## src/rtl/dmem_port_arbiter.sv

```systemverilog
// Shares one single-port synchronous dmem between the LSU (port 0) and the debug/DMA port (port 1).
// Partial-word stores become a read followed by a merged write.
module dmem_port_arbiter #(
   parameter int ADDR_LEN     = 32,
   parameter int DATA_LEN     = 32,
   parameter int STARVE_LIMIT = 4
) (
   input  logic                clk,
   input  logic                reset,
   input  logic                p0_req,
   input  logic                p0_we,
   input  logic [ADDR_LEN-1:0] p0_addr,
   input  logic [DATA_LEN-1:0] p0_wdata,
   input  logic [3:0]          p0_be,
   input  logic                p1_req,
   input  logic                p1_we,
   input  logic [ADDR_LEN-1:0] p1_addr,
   input  logic [DATA_LEN-1:0] p1_wdata,
   input  logic [3:0]          p1_be,
   output logic                p0_gnt,
   output logic                p1_gnt,
   output logic                p0_rvalid,
   output logic                p1_rvalid,
   output logic [DATA_LEN-1:0] p0_rdata,
   output logic [DATA_LEN-1:0] p1_rdata,
   output logic [ADDR_LEN-1:0] mem_addr,
   output logic [DATA_LEN-1:0] mem_wdata,
   output logic                mem_we,
   input  logic [DATA_LEN-1:0] mem_rdata
);
   localparam int CntW = $clog2(STARVE_LIMIT + 1);

   typedef enum logic {IDLE, RMW} state_t;

   state_t              state;
   logic [CntW-1:0]     starveCnt;
   logic                initDone;
   logic                rvalid0;
   logic                rvalid1;
   logic [ADDR_LEN-1:0] addrHold;
   logic [ADDR_LEN-1:0] rmwAddr;
   logic [DATA_LEN-1:0] rmwWdata;
   logic [3:0]          rmwBe;

   logic                canGrant;
   logic                starved;
   logic                p0Wins;
   logic                p1Wins;
   logic                anyGnt;
   logic                selWe;
   logic [DATA_LEN-1:0] selWdata;
   logic [3:0]          selBe;
   logic [ADDR_LEN-1:0] selWord;
   logic                partialStore;
   logic                unusedAddrBits;

   assign unusedAddrBits = &{1'b0, p0_addr[1:0], p1_addr[1:0]};

   // Port 0 wins by default; port 1 takes over once it has waited STARVE_LIMIT cycles.
   always_comb begin
      canGrant     = !reset && initDone && (state == IDLE);
      starved      = (starveCnt == CntW'(STARVE_LIMIT));
      p1Wins       = canGrant && p1_req && (!p0_req || starved);
      p0Wins       = canGrant && p0_req && !p1Wins;
      anyGnt       = p0Wins || p1Wins;
      selWe        = p1Wins ? p1_we    : p0_we;
      selWdata     = p1Wins ? p1_wdata : p0_wdata;
      selBe        = p1Wins ? p1_be    : p0_be;
      selWord      = p1Wins ? {2'b00, p1_addr[ADDR_LEN-1:2]} : {2'b00, p0_addr[ADDR_LEN-1:2]};
      partialStore = anyGnt && selWe && (selBe != 4'hF) && (selBe != 4'h0);
   end

   assign p0_gnt    = p0Wins;
   assign p1_gnt    = p1Wins;
   assign p0_rvalid = rvalid0;
   assign p1_rvalid = rvalid1;
   assign p0_rdata  = rvalid0 ? mem_rdata : '0;
   assign p1_rdata  = rvalid1 ? mem_rdata : '0;

   always_comb begin
      mem_addr  = addrHold;
      mem_we    = 1'b0;
      mem_wdata = selWdata;
      if (reset) begin
         mem_addr = '0;
      end else if (state == RMW) begin
         mem_addr = rmwAddr;
         mem_we   = 1'b1;
         for (int i = 0; i < 4; i++) begin
            mem_wdata[8*i +: 8] = rmwBe[i] ? rmwWdata[8*i +: 8] : mem_rdata[8*i +: 8];
         end
      end else if (anyGnt) begin
         mem_addr = selWord;
         mem_we   = selWe && (selBe == 4'hF);
      end
   end

   // initDone keeps grants off for the first cycle after reset is released.
   always_ff @(posedge clk) begin
      if (reset) begin
         state     <= IDLE;
         starveCnt <= '0;
         initDone  <= 1'b0;
         rvalid0   <= 1'b0;
         rvalid1   <= 1'b0;
         addrHold  <= '0;
         rmwAddr   <= '0;
         rmwWdata  <= '0;
         rmwBe     <= '0;
      end else begin
         initDone <= 1'b1;
         addrHold <= mem_addr;
         rvalid0  <= p0Wins && !p0_we;
         rvalid1  <= p1Wins && !p1_we;
         if (p1_req && !p1Wins) begin
            starveCnt <= starved ? starveCnt : starveCnt + CntW'(1);
         end else begin
            starveCnt <= '0;
         end
         case (state)
            IDLE: begin
               if (partialStore) begin
                  state    <= RMW;
                  rmwAddr  <= selWord;
                  rmwWdata <= selWdata;
                  rmwBe    <= selBe;
               end
            end
            RMW: state <= IDLE;
         endcase
      end
   end
endmodule
```

## config.mk

```make
export PLATFORM = sky130hd
export DESIGN_NAME = dmem_port_arbiter
export DESIGN_NICKNAME = d
export VERILOG_FILES = /design/src/rtl/dmem_port_arbiter.sv
export SDC_FILE = /design/constraint.sdc
export NUM_CORES = 1
export LEC_CHECK = 0
export BUFFER_PORTS_ARGS = -buffer_cell sky130_fd_sc_hd__buf_4
export CORE_MARGIN = 1
export CORE_UTILIZATION = 40
export DETAILED_ROUTE_END_ITERATION = 10
export PLACE_DENSITY = 0.7
export REMOVE_ABC_BUFFERS = 1
export SETUP_SLACK_MARGIN = 0.1
export SYNTH_ARGS = -nofsm -noshare
export SYNTH_HDL_FRONTEND = slang
export SYNTH_SLANG_ARGS = --single-unit
```

## constraint.sdc

```tcl
create_clock -name clk -period 3 [get_ports clk]
set_input_delay 0.3 -clock clk [delete_from_list [all_inputs] [get_ports clk]]
set_output_delay 0.3 -clock clk [all_outputs]
set_load 0.02 [all_outputs]
```

==> reports/results.tsv <==
metric	value	unit
status	finished clean	
cts_setup_buffers	0	
drive_gt1_share	35.4	%
min_period_over_period	91.3	%
synth_cell_types	38	
critPathMaxFanout	27	
ctsHoldBuffers	0	
vdd_drop_max	0.284	mV
core	0.0161	mm2
hp-class	in -> reg	
antenna_found_initial	0	
dp_slack	0.319	ns
leakagePower	4.39	nW
vias	6961	
hold-worst-slack	0.121	ns
via_per_inst	5.58	
cts.clk_slew.worst_paths	0.07	ns
yosysWarnings	0	
drt-total-wl	22900	um
setup_slack	0.261	ns
nFillCells	1538	
grtUsageTotal	26.0	%
dr.pass1.iters	5	
dieArea	0.0171	mm2
multi_input_area	0.00419	mm2
cts.repair.resized	0	
clock_path_buffers	2	
cp_data_required_time	2.70	ns
cts-root-buf	clkbuf_16	
drc	0	
cap_violations	0	
grt_pass1_wl	34100	um
cts_buffers	9	
critPathCaptureType	output port	
detail-route-antenna-nets	0	
grt_pass1_vias	6573	
rsz0062_at_grt	no	
worstMarginPinSlew	0.881	ns
post-route-min-period	2.74	ns
synth_top_area_share	31.7	%
syn-mean-instance-area	8.63	um2
synth_top_area_cell	dfxtp_1	
drv_slew	0	
path_class	reg -> out	
syn_area	0.00664	mm2
clk_latency	0.36	ns
place.gp.congestion	0.850	
fin_tns_setup	0	ns
start_util	41.4	%
h-tree-depth	3	
synthFlopType	dfxtp_1	
syn_to_final_growth	41.7	%
hold-path-cell-count	2	
fin_nets	1203	
synthArstFlopShare	0	%
row_count	46	
ff2ff_path_depth	7	
synthCells	769	
design_power_total	3.64	mW
hold_viol_final	0	
portBuffers	302	
die_w	131	um
grt_max_degree	66	
postLayoutCoreUtil	58.6	%
overflow	0	
diodes	0	
synth_area_leaders	dfxtp_1 (32%), mux2i_1 (9.6%), a32o_1 (9.0%)	
drt_iter0_drc	365	
num_io_pins	307	
die_y	131	um
cts_num_sinks	105	
finalSetupViolations	0	
hpwl	15700	um
fmax	365	MHz
ys_seq_area_share	31.7	%
cts_tree	yes	
p_per_area	387	mW/mm2
final_common_cell	buf_4	
slew_headroom	41.2	%
synth-edff-count	0	
finClkSkew	0.00715	ns
worstSetupStartpointType	flip-flop	
ys_ff_latch	105	
wl_per_cell	18.3	um
cp_data_arrival_time	2.44	ns
regArea	0.00210	mm2
final_cell_mix	buf_4 (321), dfxtp_1 (104), and2_1 (96)	
-- stage by stage --
stage / std cells / instance area [um2]
floorplan: 691 / 6290
global placement: 1232 / 9100
detailed placement: 1232 / 9100
CTS: 1248 / 9410
global route: 1248 / 9410
finish: 1248 / 9410
-- synth_stat cells, types with 5 or more instances --
| library cell | count |
|---|---|
| dfxtp_1 | 105 |
| nand2_1 | 39 |
| clkbuf_1 | 62 |
| nand3_1 | 33 |
| nor2b_1 | 31 |
| and3_1 | 5 |
| o21a_1 | 30 |
| inv_1 | 5 |
| mux2_1 | 18 |
| a32o_1 | 60 |
| o31ai_1 | 30 |
| nor2_1 | 7 |
| nand4_1 | 30 |
| a21oi_1 | 67 |
| mux2_2 | 13 |
| and2_1 | 96 |
| buf_6 | 7 |
| a211oi_1 | 32 |
| mux2i_1 | 64 |
| buf_1 | 6 |
-- power by group --
group | switching [mW] | internal [mW] | total [mW]
logic | 0.470 | 0.416 | 0.886
clock network | 0.589 | 0.665 | 1.25
registers | 0.0355 | 1.46 | 1.50
total | 1.09 | 2.54 | 3.64
-- final cells by class --
class | count | share of cell area, %
sequential | 105 | 22.4
timing repair buffer | 325 | 26.5
clock buffer | 9 | 2.39
multi-input combinational | 576 | 44.6
inverter | 10 | 0.412
clock inverter | 7 | 0.904
tap | 216 | 2.87
-- routing by layer --
| layer | GRT usage [%] | wire [um] | share of wire (%) | up-vias |
|---|---|---|---|---|
| li1 | - | - | - | 3420 |
| met1 | 30.4 | 9280 | 41 | 3247 |
| met2 | 46.3 | 11400 | 50 | 256 |
| met3 | 5.82 | 1570 | 6.9 | 38 |
| met4 | 9.74 | 597 | 2.6 | 0 |
| met5 | 0 | 0 | 0 | - |
-- cell families after synthesis --
logic type	synth area share (%)
buffers and inverters	5.82
AO/OA/AOI/OAI	26.0
adder cells (fa/ha/maj)	0.377
XOR/XNOR	0.132
multiplexers	14.9
AND/OR/NAND/NOR	21.1
flip-flops	31.7
-- state kept, by name (all words and copies together), names as in the netlist --
register / flops
rmwBe: 4
addrHold: 32
rmwWdata: 32
starveCnt: 3
state: 1
p0_rvalid: 1
p1_rvalid: 1
initDone: 1
rmwAddr: 30
-- path summary, 6_finish.rpt --
check	startpoint	endpoint	slack, ns
min reg2reg	rmwWdata[14]	rmwWdata[14]	0.46
max reg2reg	starveCnt[0]	rmwWdata[3]	0.35
max	state	mem_addr[5]	0.26
min	p0_we	p0_rvalid	0.12
-- critical path: stages, from the launching register on --
cell	delay [ns]
dfxtp_2	0.33
or3b_1	0.52
buf_4	0.31
o31ai_1	0.33
nand3_1	0.16
a32o_1	0.26
buf_4	0.16
(Power assumes the default switching activity.)
